$ cat config.mk
export PLATFORM = sky130hd
export DESIGN_NAME = mult_div_unit
export DESIGN_NICKNAME = d
export VERILOG_FILES = /design/src/rtl/mult_div_unit.sv
export SDC_FILE = /design/constraint.sdc
export NUM_CORES = 1
export LEC_CHECK = 0
export CORE_MARGIN = 4
export CORE_UTILIZATION = 29
export DETAILED_ROUTE_END_ITERATION = 6
export PLACE_DENSITY_LB_ADDON = 0.08
export SYNTH_ARGS = -nofsm -noshare
export SYNTH_HDL_FRONTEND = slang
export SYNTH_SLANG_ARGS = --single-unit
$ cat constraint.sdc
create_clock -name clock -period 7.06 [get_ports clock]
set_input_delay 1.412 -clock clock [delete_from_list [all_inputs] [get_ports clock]]
set_output_delay 1.412 -clock clock [all_outputs]
set_load 0.005 [all_outputs]
$ cat src/rtl/mult_div_unit.sv
// Sequential signed multiply/divide: radix-2 Booth multiply and restoring divide on
// magnitudes, one bit per clock, results presented on HI/LO.
module mult_div_unit #(
    parameter int WIDTH = 32
) (
    input  logic             clock,
    input  logic             reset,
    input  logic             MULT_OP,
    input  logic             DIV_OP,
    input  logic [WIDTH-1:0] A,
    input  logic [WIDTH-1:0] B,
    output logic [WIDTH-1:0] HI,
    output logic [WIDTH-1:0] LO,
    output logic             busy,
    output logic             done,
    output logic             div_zero
);

    localparam int CW = $clog2(WIDTH + 1);
    localparam int PW = 2 * WIDTH + 2;

    typedef enum logic [1:0] {IDLE, MUL_RUN, DIV_RUN, FINISH} state_t;

    state_t           state_q, state_d;
    logic             mop_q, dop_q;
    logic [PW-1:0]    prod_q, prod_d;
    logic [WIDTH-1:0] mcand_q, mcand_d;
    logic [WIDTH-1:0] rem_q, rem_d, dvd_q, dvd_d, dvs_q, dvs_d;
    logic [WIDTH-1:0] hi_q, hi_d, lo_q, lo_d;
    logic [CW-1:0]    cnt_q, cnt_d;
    logic             q_neg_q, q_neg_d, r_neg_q, r_neg_d, dz_q, dz_d;

    logic             mul_start, div_start, qbit;
    logic [WIDTH:0]   acc, acc_new, mc_ext, rem_sh;
    logic [WIDTH-1:0] trial, rem_step, dvd_step;
    logic [PW-1:0]    prod_step;

    assign mul_start = MULT_OP & ~mop_q;
    assign div_start = DIV_OP & ~dop_q;

    // Accumulator is WIDTH+1 bits so that subtracting the most negative
    // multiplicand cannot overflow; the product is still bits [2W:1].
    always_comb begin
        mc_ext = {mcand_q[WIDTH-1], mcand_q};
        acc    = prod_q[PW-1:WIDTH+1];
        case (prod_q[1:0])
            2'b01:   acc_new = acc + mc_ext;
            2'b10:   acc_new = acc - mc_ext;
            default: acc_new = acc;
        endcase
        prod_step = {acc_new[WIDTH], acc_new, prod_q[WIDTH:1]};

        rem_sh   = {rem_q, dvd_q[WIDTH-1]};
        qbit     = (rem_sh >= {1'b0, dvs_q});
        trial    = rem_sh[WIDTH-1:0] - dvs_q;
        rem_step = qbit ? trial : rem_sh[WIDTH-1:0];
        dvd_step = {dvd_q[WIDTH-2:0], qbit};
    end

    always_comb begin
        state_d = state_q;
        prod_d  = prod_q;
        mcand_d = mcand_q;
        rem_d   = rem_q;
        dvd_d   = dvd_q;
        dvs_d   = dvs_q;
        hi_d    = hi_q;
        lo_d    = lo_q;
        cnt_d   = cnt_q;
        q_neg_d = q_neg_q;
        r_neg_d = r_neg_q;
        dz_d    = dz_q;
        case (state_q)
            IDLE: begin
                if (mul_start) begin
                    mcand_d = A;
                    prod_d  = {{(WIDTH + 1){1'b0}}, B, 1'b0};
                    cnt_d   = CW'(WIDTH);
                    dz_d    = 1'b0;
                    state_d = MUL_RUN;
                end else if (div_start) begin
                    if (B == '0) begin
                        dz_d    = 1'b1;
                        state_d = FINISH;
                    end else begin
                        dvd_d   = A[WIDTH-1] ? -A : A;
                        dvs_d   = B[WIDTH-1] ? -B : B;
                        q_neg_d = A[WIDTH-1] ^ B[WIDTH-1];
                        r_neg_d = A[WIDTH-1];
                        rem_d   = '0;
                        cnt_d   = CW'(WIDTH);
                        dz_d    = 1'b0;
                        state_d = DIV_RUN;
                    end
                end
            end
            // Results are captured on the last step so they are visible in FINISH.
            MUL_RUN: begin
                prod_d = prod_step;
                cnt_d  = cnt_q - 1'b1;
                if (cnt_q == CW'(1)) begin
                    hi_d    = prod_step[2*WIDTH:WIDTH+1];
                    lo_d    = prod_step[WIDTH:1];
                    state_d = FINISH;
                end
            end
            DIV_RUN: begin
                rem_d = rem_step;
                dvd_d = dvd_step;
                cnt_d = cnt_q - 1'b1;
                if (cnt_q == CW'(1)) begin
                    lo_d    = q_neg_q ? -dvd_step : dvd_step;
                    hi_d    = r_neg_q ? -rem_step : rem_step;
                    state_d = FINISH;
                end
            end
            FINISH:  state_d = IDLE;
            default: state_d = IDLE;
        endcase
    end

    always_ff @(posedge clock or negedge reset) begin
        if (!reset) begin
            state_q <= IDLE;
            mop_q   <= 1'b0;
            dop_q   <= 1'b0;
            prod_q  <= '0;
            mcand_q <= '0;
            rem_q   <= '0;
            dvd_q   <= '0;
            dvs_q   <= '0;
            hi_q    <= '0;
            lo_q    <= '0;
            cnt_q   <= '0;
            q_neg_q <= 1'b0;
            r_neg_q <= 1'b0;
            dz_q    <= 1'b0;
        end else begin
            state_q <= state_d;
            mop_q   <= MULT_OP;
            dop_q   <= DIV_OP;
            prod_q  <= prod_d;
            mcand_q <= mcand_d;
            rem_q   <= rem_d;
            dvd_q   <= dvd_d;
            dvs_q   <= dvs_d;
            hi_q    <= hi_d;
            lo_q    <= lo_d;
            cnt_q   <= cnt_d;
            q_neg_q <= q_neg_d;
            r_neg_q <= r_neg_d;
            dz_q    <= dz_d;
        end
    end

    assign HI       = hi_q;
    assign LO       = lo_q;
    assign busy     = (state_q != IDLE);
    assign done     = (state_q == FINISH);
    assign div_zero = dz_q;

endmodule
==> flow_summary.ini <==
[layout]
diodes = 0
fill_cells = 6841
utilization_pct = 34.40
syn2layout_area_growth_pct = 17.45
fin_nets = 2536
drive_gt1_share_pct = 6.620

[critical_path]
cpMaxStageDelayCell = ha_1
ff2ff_setup_slack_ns = 1.71
start_kind = flip-flop
cp-end-kind = flip-flop
cp.required_ns = 7.48
worstPathCellList = ha_1, nand4_1, or3_1, or2_0, nand3_1, nand4_2, buf_4, nand2_1, inv_1, nand2_1, nand2_1, inv_1, ha_1, nand2_1, nor4_1, o21ai_0, o32ai_1, nand4_1, o31ai_1, xnor2_1, o221ai_1
reg2reg_from = rem_q[13]
crit_type = flip-flop to flip-flop
worstReg2RegEnd = HI[26]
crit_fanout = 14
cp.arrival_ns = 5.77
cpMostUsedCell = nand2_1
reg2regPathDepth = 21
crit_buf_inv = 3
cpPeakStageDelay_ns = 0.55
critPathTopFamily = simple AND/OR/NAND/NOR gates

[drt]
wl_per_cell_um = 21.92
met3_length_mm = 2.421
vias_per_cell = 5.353
dr.pass1.iters = 5
post-route-drc-count = 0
final_antenna_net_count = 0
drt-met1-wl_mm = 33.40
wl_met2_mm = 34.27
vias = 17562
dr.max_layer_used = met4
drt_first_iter_violations = 1290
drt_wl_total_mm = 71.91

[logic_synthesis]
synth_cell_types = 86
synthArstFlopShare_pct = 100.0
yosys.area_share.simple_pct = 17.41
synth_top_family_by_area = compound AO/OA/AOI/OAI gates
synth_ff_type = dfrtp_1
synth_top_area_share_pct = 35.02
yosysWarnings = 0
yosysMostFrequentCell = nand2_1
ys_top_cells_by_area = dfrtp_1, o21ai_0, nand2_1, xnor2_1, ha_1
yosys-mux-area-fraction_pct = 5.935
syn_nets = 2475
synth_compound_area_share_pct = 23.81
synth.avg_cell_area_um2 = 8.283
yosys.area_share.adder_pct = 5.137
synthesis.area_um2 = 19290
synthTopCellsByCount = nand2_1, o21ai_0, dfrtp_1
synth_xor_area_share_pct = 8.172
synth_cells = 2329
synth_enable_flop_cells = 0
ys_seq_area_share_pct = 35.02
ys_ff_latch = 270
synth_top_cell_by_area = dfrtp_1

[power_and_ir_drop]
p_leak_nw = 9.373
pwr-share-clk_pct = 18.2
powerDensity_nw_per_um2 = 478.9
switchingPower_mw = 5.182
p_comb_share_pct = 56.3
ir_drop_mv = 0.2499
intPower_mw = 5.669
seq_power_share_pct = 25.4
p_total_mw = 10.85
switching_share_pct = 47.75

[floorplan]
die_x_um = 265.9
num_rows = 94
dieArea_um2 = 70710
start_util_pct = 29.29
die_y_um = 265.9
io_pins = 135
core_um2 = 65860

[global_route]
overflow = 0
antenna_found_initial = 0
grt_max_degree = 139
grt_first_pass_wirelength_mm = 108.6
grt_pass1_vias = 17139
track_usage_pct = 19.80

[place]
dp_slack_ns = 1.490
dp.final_hpwl_mm = 54.54
gp_congestion = 0.8839
io_buffers = 134

[sta]
drv_slew = 0
slew_headroom_pct = 23.45
setup_tns_ns = 0
tightest_slew_ns = 1.148
rsz0062_at_grt = false
period_needed_ns = 5.352
max_freq_mhz = 186.9
worst_slack_ns = 1.708
timing.final.crit_share_pct = 75.80
skew_ns = 0.02112
hold_viol = 0
setup_violations = 0

[hold_path]
hold_path_end = HI[2]
hold_path.class = flip-flop to flip-flop
hold_depth = 2
min-delay-start = HI[2]

[clock_network]
clkSlewWorstSetupHoldPaths_ns = 0.06
postCtsHoldBufs = 0
cts_root_buf = clkbuf_16
cts_sinks = 270
cts_buffers = 38
post_cts_buffers = 0
clk_path_buf_depth = 3
cts_tree = done
clkLatencyLatePin_ns = 0.57
cts_resized = 0
ctsHtreeMaxLevel = 2

[run]
maxCapViolCount = 0

[run_status]
status = complete, no violations
final cells by class:
type | count | area [um^2] | share of cell area [%]
multi-input combinational | 1842 | 11720 | 51.74
sequential | 270 | 6756 | 29.82
timing repair buffer | 154 | 1521 | 6.715
tap | 864 | 1081 | 4.771
clock buffer | 53 | 1067 | 4.711
inverter | 84 | 315.3 | 1.392
clock inverter | 14 | 191.4 | 0.8449
tightest hold or removal path: stages, from the launching register on:
cell     delay (ns)
dfrtp_1        0.34
nand2_1        0.05
o21ai_0        0.06
how the worst max path moves through the flow:
stage | start | end | slack, ns | depth (start not counted)
after detailed placement | B[12] | dvd_q[0] | 1.49 | 12
after CTS | rem_q[18] | HI[26] | 1.78 | 21
after global placement | B[12] | dvd_q[0] | 1.65 | 12
final | rem_q[13] | HI[26] | 1.71 | 21
after floorplan | rem_q[11] | HI[30] | 2.14 | 22
after global routing | rem_q[18] | HI[30] | 1.21 | 21
metrics by stage:
| step | cells | hold WS (ns) | cell area, um^2 |
|---|---|---|---|
| 2_1_floorplan | 2329 | 0.4485 | 19290 |
| 3_3_place_gp | 3214 | 0.4689 | 21400 |
| 3_5_place_dp | 3214 | 0.4646 | 21400 |
| 4_1_cts | 3281 | 0.4843 | 22660 |
| 5_1_grt | 3281 | 0.4976 | 22660 |
| 6_report | 3281 | 0.4776 | 22660 |
layout by cell type (no fill, tap or decap), types with 17 or more instances in the layout:
cell               n
a31oi_1           23
o41ai_1           22
mux2_2            51
clkdlybuf4s50_1  133
nand3_1           41
inv_1             83
a21oi_1          152
xnor2_1          125
xor2_1            55
clkbuf_16         38
buf_4             18
o31ai_1           64
nor3_1            40
ha_1              74
nor2_1           141
nand4_1           19
nand2b_1          32
o21ai_0          303
or3_1             23
nor4_1            20
mux2i_1           57
a21o_1            27
nand2_1          334
dfrtp_1          270
o211ai_1          17
flip-flops by register name, summed over array words and instances (netlist names):
register	flops
LO	32
dop_q	1
r_neg_q	1
rem_q	32
mcand_q	32
HI	32
q_neg_q	1
dvd_q	32
state_q	2
div_zero	1
cnt_q	6
mop_q	1
prod_q	65
dvs_q	32
per-layer routing:
layer  global-route usage [%]  up-vias
met2                    33.21      376
met1                    27.20     8604
met4                    5.042        0
met3                    2.438       76
met5                        0        -
li1                         -     8506
power groups by stage:
| stage | registers [mW] | logic [mW] | clock network [mW] |
|---|---|---|---|
| final | 2.76 | 6.11 | 1.98 |
| after global routing | 2.84 | 6.81 | 2.10 |
| after CTS | 2.77 | 6.15 | 2.04 |
| after detailed placement | 2.79 | 6.12 | 0 |
| after global placement | 2.78 | 6.08 | 0 |
| after floorplan | 2.51 | 4.24 | 0 |
cells by family after synthesis:
family / after synthesis
simple gates: 730
fa+ha+maj: 78
buf+inv: 217
compound gates: 746
mux: 108
xor+xnor: 180
flops: 270
(Power assumes the default switching activity.)
